### config.mk
export PLATFORM = sky130hd
export DESIGN_NAME = io_mmio
export DESIGN_NICKNAME = d
export VERILOG_FILES = /design/src/rtl/io_mmio.sv
export SDC_FILE = /design/constraint.sdc
export NUM_CORES = 1
export LEC_CHECK = 0
export CORE_MARGIN = 8
export CORE_UTILIZATION = 35
export DETAILED_ROUTE_END_ITERATION = 8
export HOLD_SLACK_MARGIN = 0.08
export PLACE_DENSITY = 0.54
export SYNTH_ARGS = -nofsm -noshare
export SYNTH_HDL_FRONTEND = slang
export SYNTH_SLANG_ARGS = --single-unit
### constraint.sdc
create_clock -name clk -period 4.4 [get_ports clk]
set_input_delay 0.88 -clock clk [delete_from_list [all_inputs] [get_ports clk]]
set_output_delay 0.88 -clock clk [all_outputs]
set_load 0.1 [all_outputs]
### src/rtl/io_mmio.sv
// Memory-mapped I/O block: UART RX/TX byte FIFOs plus cycle and retired-instruction
// counters, reached through a single-cycle CPU load/store port with registered read data.

module io_fifo #(
   parameter int DEPTH = 8
) (
   input  logic       clk,
   input  logic       rst,
   input  logic       push,
   input  logic [7:0] wdata,
   input  logic       pop,
   output logic [7:0] head,
   output logic       full,
   output logic       empty
);
   localparam int PW = $clog2(DEPTH);
   localparam logic [PW:0] DEPTH_C = (PW+1)'(DEPTH);

   logic [7:0]    mem_q [DEPTH];
   logic [7:0]    mem_d [DEPTH];
   logic [PW-1:0] rd_q, rd_d, wr_q, wr_d;
   logic [PW:0]   cnt_q, cnt_d;
   logic          push_ok, pop_ok;

   // Full/empty come from registered occupancy, so both reflect start-of-cycle state.
   assign full    = (cnt_q == DEPTH_C);
   assign empty   = (cnt_q == '0);
   assign head    = mem_q[rd_q];
   assign push_ok = push && !full;
   assign pop_ok  = pop && !empty;

   always_comb begin
      mem_d = mem_q;
      rd_d  = rd_q;
      wr_d  = wr_q;
      cnt_d = cnt_q;
      if (push_ok) begin
         mem_d[wr_q] = wdata;
         wr_d        = wr_q + PW'(1);
      end
      if (pop_ok) begin
         rd_d = rd_q + PW'(1);
      end
      case ({push_ok, pop_ok})
         2'b10:   cnt_d = cnt_q + (PW+1)'(1);
         2'b01:   cnt_d = cnt_q - (PW+1)'(1);
         default: cnt_d = cnt_q;
      endcase
   end

   always_ff @(posedge clk) begin
      if (rst) begin
         for (int i = 0; i < DEPTH; i++) begin
            mem_q[i] <= '0;
         end
         rd_q  <= '0;
         wr_q  <= '0;
         cnt_q <= '0;
      end else begin
         mem_q <= mem_d;
         rd_q  <= rd_d;
         wr_q  <= wr_d;
         cnt_q <= cnt_d;
      end
   end
endmodule

module io_mmio #(
   parameter int FIFO_DEPTH = 8
) (
   input  logic        clk,
   input  logic        rst,
   input  logic [31:0] addr,
   input  logic        re,
   input  logic [3:0]  we,
   input  logic [31:0] din,
   output logic [31:0] dout,
   input  logic        inst_retired,
   input  logic [7:0]  uart_rx_data,
   input  logic        uart_rx_valid,
   output logic        uart_rx_ready,
   output logic [7:0]  uart_tx_data,
   output logic        uart_tx_valid,
   input  logic        uart_tx_ready
);
   localparam logic [31:0] ADDR_STATUS = 32'h8000_0000;
   localparam logic [31:0] ADDR_RXDATA = 32'h8000_0004;
   localparam logic [31:0] ADDR_TXDATA = 32'h8000_0008;
   localparam logic [31:0] ADDR_CYCLE  = 32'h8000_0010;
   localparam logic [31:0] ADDR_INST   = 32'h8000_0014;
   localparam logic [31:0] ADDR_CLR    = 32'h8000_0018;

   logic        store;
   logic        rx_push, rx_pop, rx_full, rx_empty;
   logic        tx_push, tx_pop, tx_full, tx_empty;
   logic [7:0]  rx_head, tx_head;
   logic        cnt_clr;
   logic [31:0] cyc_q, cyc_d, inst_q, inst_d, dout_q, dout_d, rdata;
   logic        unused_din;

   assign unused_din = ^din[31:8];
   assign store      = |we;

   // Stream handshakes: a byte moves on any cycle where valid and ready are both high;
   // both sides are held idle while rst is asserted.
   assign uart_rx_ready = !rst && !rx_full;
   assign uart_tx_valid = !rst && !tx_empty;
   assign uart_tx_data  = rst ? 8'h00 : tx_head;

   assign rx_push = uart_rx_valid && uart_rx_ready;
   assign rx_pop  = re && (addr == ADDR_RXDATA);
   assign tx_push = store && (addr == ADDR_TXDATA);
   assign tx_pop  = uart_tx_valid && uart_tx_ready;
   assign cnt_clr = store && (addr == ADDR_CLR);

   io_fifo #(.DEPTH(FIFO_DEPTH)) u_rx_fifo (
      .clk   (clk),
      .rst   (rst),
      .push  (rx_push),
      .wdata (uart_rx_data),
      .pop   (rx_pop),
      .head  (rx_head),
      .full  (rx_full),
      .empty (rx_empty)
   );

   io_fifo #(.DEPTH(FIFO_DEPTH)) u_tx_fifo (
      .clk   (clk),
      .rst   (rst),
      .push  (tx_push),
      .wdata (din[7:0]),
      .pop   (tx_pop),
      .head  (tx_head),
      .full  (tx_full),
      .empty (tx_empty)
   );

   // Read mux sees pre-update state, so a load racing an update returns the old value.
   always_comb begin
      rdata = '0;
      case (addr)
         ADDR_STATUS: rdata = {30'b0, !rx_empty, !tx_full};
         ADDR_RXDATA: rdata = rx_empty ? 32'h0 : {24'b0, rx_head};
         ADDR_CYCLE:  rdata = cyc_q;
         ADDR_INST:   rdata = inst_q;
         default:     rdata = '0;
      endcase
   end

   always_comb begin
      cyc_d  = cyc_q + 32'd1;
      inst_d = inst_retired ? inst_q + 32'd1 : inst_q;
      dout_d = re ? rdata : dout_q;
      if (cnt_clr) begin
         cyc_d  = '0;
         inst_d = '0;
      end
   end

   always_ff @(posedge clk) begin
      if (rst) begin
         cyc_q  <= '0;
         inst_q <= '0;
         dout_q <= '0;
      end else begin
         cyc_q  <= cyc_d;
         inst_q <= inst_d;
         dout_q <= dout_d;
      end
   end

   assign dout = dout_q;
endmodule
==> run summary <==
Ports -> 124
# setup viols final -> 0
Post-synth ARST share -> 0%
final max-slew violation count -> 0
Pint -> 3.663 mW
period utilization -> 83.57%
clk_lat worst skew -> 0.54 ns
run status -> finished clean
Relative slew margins -> 20.15%
Final #Nets -> 1314
Mapped Area -> 11360 um2
RSZ-0062 raised after global routing -> false
die area -> 38490 um2
Post-CTS Setup Bufs -> 0
antenna viol nets, final -> 0
Layout Cells excl Fill -> 1680
#FFs+latches synth -> 244
worst-margin pin slew -> 1.189 ns
Worst Path Max Fanout -> 5
largest net degree at the start of global routing -> 142
DR vias/cell -> 4.895
Synth-to-Final Area Change -> 19.22%
GR Util met1 -> 18.64%
dpl cells -> 1631
die height -> 196.2 um
Max Clock Freq -> 272.0 MHz
Resize count post-CTS -> 0
Final HPWL DP -> 18440 um
hold-fix buffers at CTS -> 0
# clock sinks -> 244
largest delay contributor family on the critical path -> simple AND/OR/NAND/NOR gates
vias in the first global route -> 8046
top-area cell type share of the netlist area -> 42.98%
Crit path buffers/inverters -> 1
initial cell density of the core -> 35.20%
Post-synth EDFFs -> 0
crit start category -> input pin
commonest non-fill, non-tap cell in the layout -> dfxtp_1
endpoints failing hold -> 0
die span in x -> 196.2 um
drt drc -> 0
Congestion Overflow GR -> 0
Longest Clk Path Bufs -> 3
via count -> 8223
critical path cell sequence -> clkdlybuf4s50_1, nor4_1, nand2_1, nor3_1, and4_1, ha_1, xor2_1, ha_1, a21oi_1, xor2_1, or3_1, a21oi_1
Worst EP arrival -> 4.14 ns
WP data required -> 4.86 ns
pwr dens -> 349.0 nW/um2
Clk network pwr share -> 47.2%
CTS tree -> yes
Sequential Area -> 4885 um2
most frequent cells in the layout -> dfxtp_1, nor2_1, mux2i_1
initial antenna violation count -> 3
synth unique cells -> 53
CTS H-tree lvls -> 1
CP max stage delay -> 0.68 ns
row cnt -> 66
worst min path class -> register to register
Tot GR Track Use -> 13.95%
root buffer cell -> clkbuf_16
Syn Area/Cell -> 9.840 um2
met2 global-route usage -> 22.97%
Syn Inst Count -> 1155
Comb pwr share -> 5.3%
drt first pass iters -> 4
CP Class -> input pin to register
first-pass GRT wire length -> 44040 um
Leakage Power -> 5.223 nW
final wirelength -> 27380 um
clk_skew -> 0.005853 ns
max_cap viols -> 0
setup_tns -> 0 ns
Max IR drop VDD -> 0.2542 mV
TritonCTS buffer count -> 28
grt met3 use -> 2.724%
Yosys top cell by area -> dfxtp_1
Post-Syn Nets -> 1250
Syn. warnings -> 0
switching pwr -> 1.066 mW
drt wl/cell -> 16.30 um
share of layout cells above drive strength 1 -> 11.32%
CP endpoint kind -> register
busiest grt layer -> met2
Net Sw Frac -> 22.55%
post-synthesis sequential area ratio -> 42.98%
Fill cells -> 3161
largest cells by area after synthesis -> dfxtp_1, mux2i_1, nor2_1, mux4_2, xor2_1
clock transition at the registers of the reported paths -> 0.06 ns
Reg power frac -> 47.5%
crit path max-delay cell type -> nor4_1
multi-input logic area -> 6091 um2
Placeable Area -> 32290 um2
Main synth FF type -> dfxtp_1
initial drt markers -> 388
global placement routability congestion -> 0.7863
Buffers on Ports -> 99
min Tclk post-route -> 3.677 ns
kinds of logic (layout without fill, tap and decap cells):
group	Yosys count	in the layout	synth area share, %
simple gates	462	462	20.84
flops	244	244	42.98
mux	211	211	22.25
buf+inv	92	174	3.743
xor+xnor	71	71	5.472
compound gates	62	62	3.215
fa+ha+maj	13	13	1.497
other cells	0	1	0
layer usage:
metal / part of all wire, % / vias to the layer above
met3: 4.2 / 41
met2: 46 / 116
met5: 0.099 / -
met4: 1.7 / 4
met1: 48 / 3877
li1: - / 4185
cell type report:
cell class / count / share of cell area [%]
Clock inverter: 9 / 0.8034
Sequential cell: 244 / 36.05
Multi-Input combinational cell: 819 / 44.95
Antenna cell: 1 / 0.01847
Timing Repair Buffer: 113 / 8.034
Inverter: 13 / 0.3601
Tap cell: 442 / 4.082
Clock buffer: 39 / 5.698
state kept, by name (all words and copies together) (netlist names), 4 cells and up:
name	count
u_rx_fifo.mem_q	64
dout	32
u_rx_fifo.cnt_q	4
inst_q	32
u_tx_fifo.mem_q	64
cyc_q	32
u_tx_fifo.cnt_q	4
path summary, 6_finish.rpt:
path | slack [ns] | from | depth (start not counted) | end
setup / recovery | 0.72 | addr[20] | 12 | u_rx_fifo.cnt_q[2]
hold / removal | 0.45 | dout[23] | 2 | dout[23]
setup reg to reg | 1.66 | u_rx_fifo.cnt_q[1] | 10 | u_rx_fifo.cnt_q[2]
hold reg to reg | 0.45 | dout[23] | 2 | dout[23]
worst reg2reg max path, delay by kind of cell, from the launching register on:
family,cells,cell delay [ns]
simple gates,4,1.29
flops,1,0.38
compound gates,2,0.30
fa+ha+maj,2,0.44
xor+xnor,2,0.25
synthesized netlist by cell type (2+ instances only):
library cell	number
nor4b_1	4
o21ai_0	35
or4_1	4
buf_4	9
a221oi_1	6
nand4_4	7
xnor2_1	18
nor4_1	13
and3_1	11
clkbuf_1	44
and4_1	7
nor4_4	2
mux4_2	32
nand2b_1	2
or3_1	7
mux2_2	13
nand4b_1	2
and3b_1	3
nand3b_1	2
buf_1	6
nor4_2	7
or4_4	2
nand4_1	27
nor3_1	22
inv_1	12
ha_1	12
and2_1	3
nand3_1	38
mux2i_1	166
nor3b_1	5
nand2_1	54
and4b_1	2
nor2_1	232
buf_2	18
a21oi_1	15
dfxtp_1	244
xor2_1	53
power by group through the flow:
stage                     Sequential (mW)  Clock [mW]  Combinational [mW]
after detailed placement             2.29           0               0.255
after global routing                 2.25        2.41               0.272
after floorplan                      2.30           0               0.142
final                                2.25        2.23               0.252
after CTS                            2.25        2.32               0.256
after global placement               2.29           0               0.254
per-stage QoR:
stage,instance area (um2),utilization (%),hold slack [ns],power (mW),worst slack (ns)
after floorplan,11360,-,0.4517,2.445,0.5460
after global placement,12670,39.23,0.4351,2.547,0.3527
after detailed placement,12670,39.23,0.4429,2.549,0.3047
after CTS,13550,41.96,0.4563,4.816,0.8399
after global routing,13550,41.96,0.4712,4.926,0.5865
final,13550,41.96,0.4472,4.729,0.7231
No activity file was read; power rests on OpenSTA's default activity.
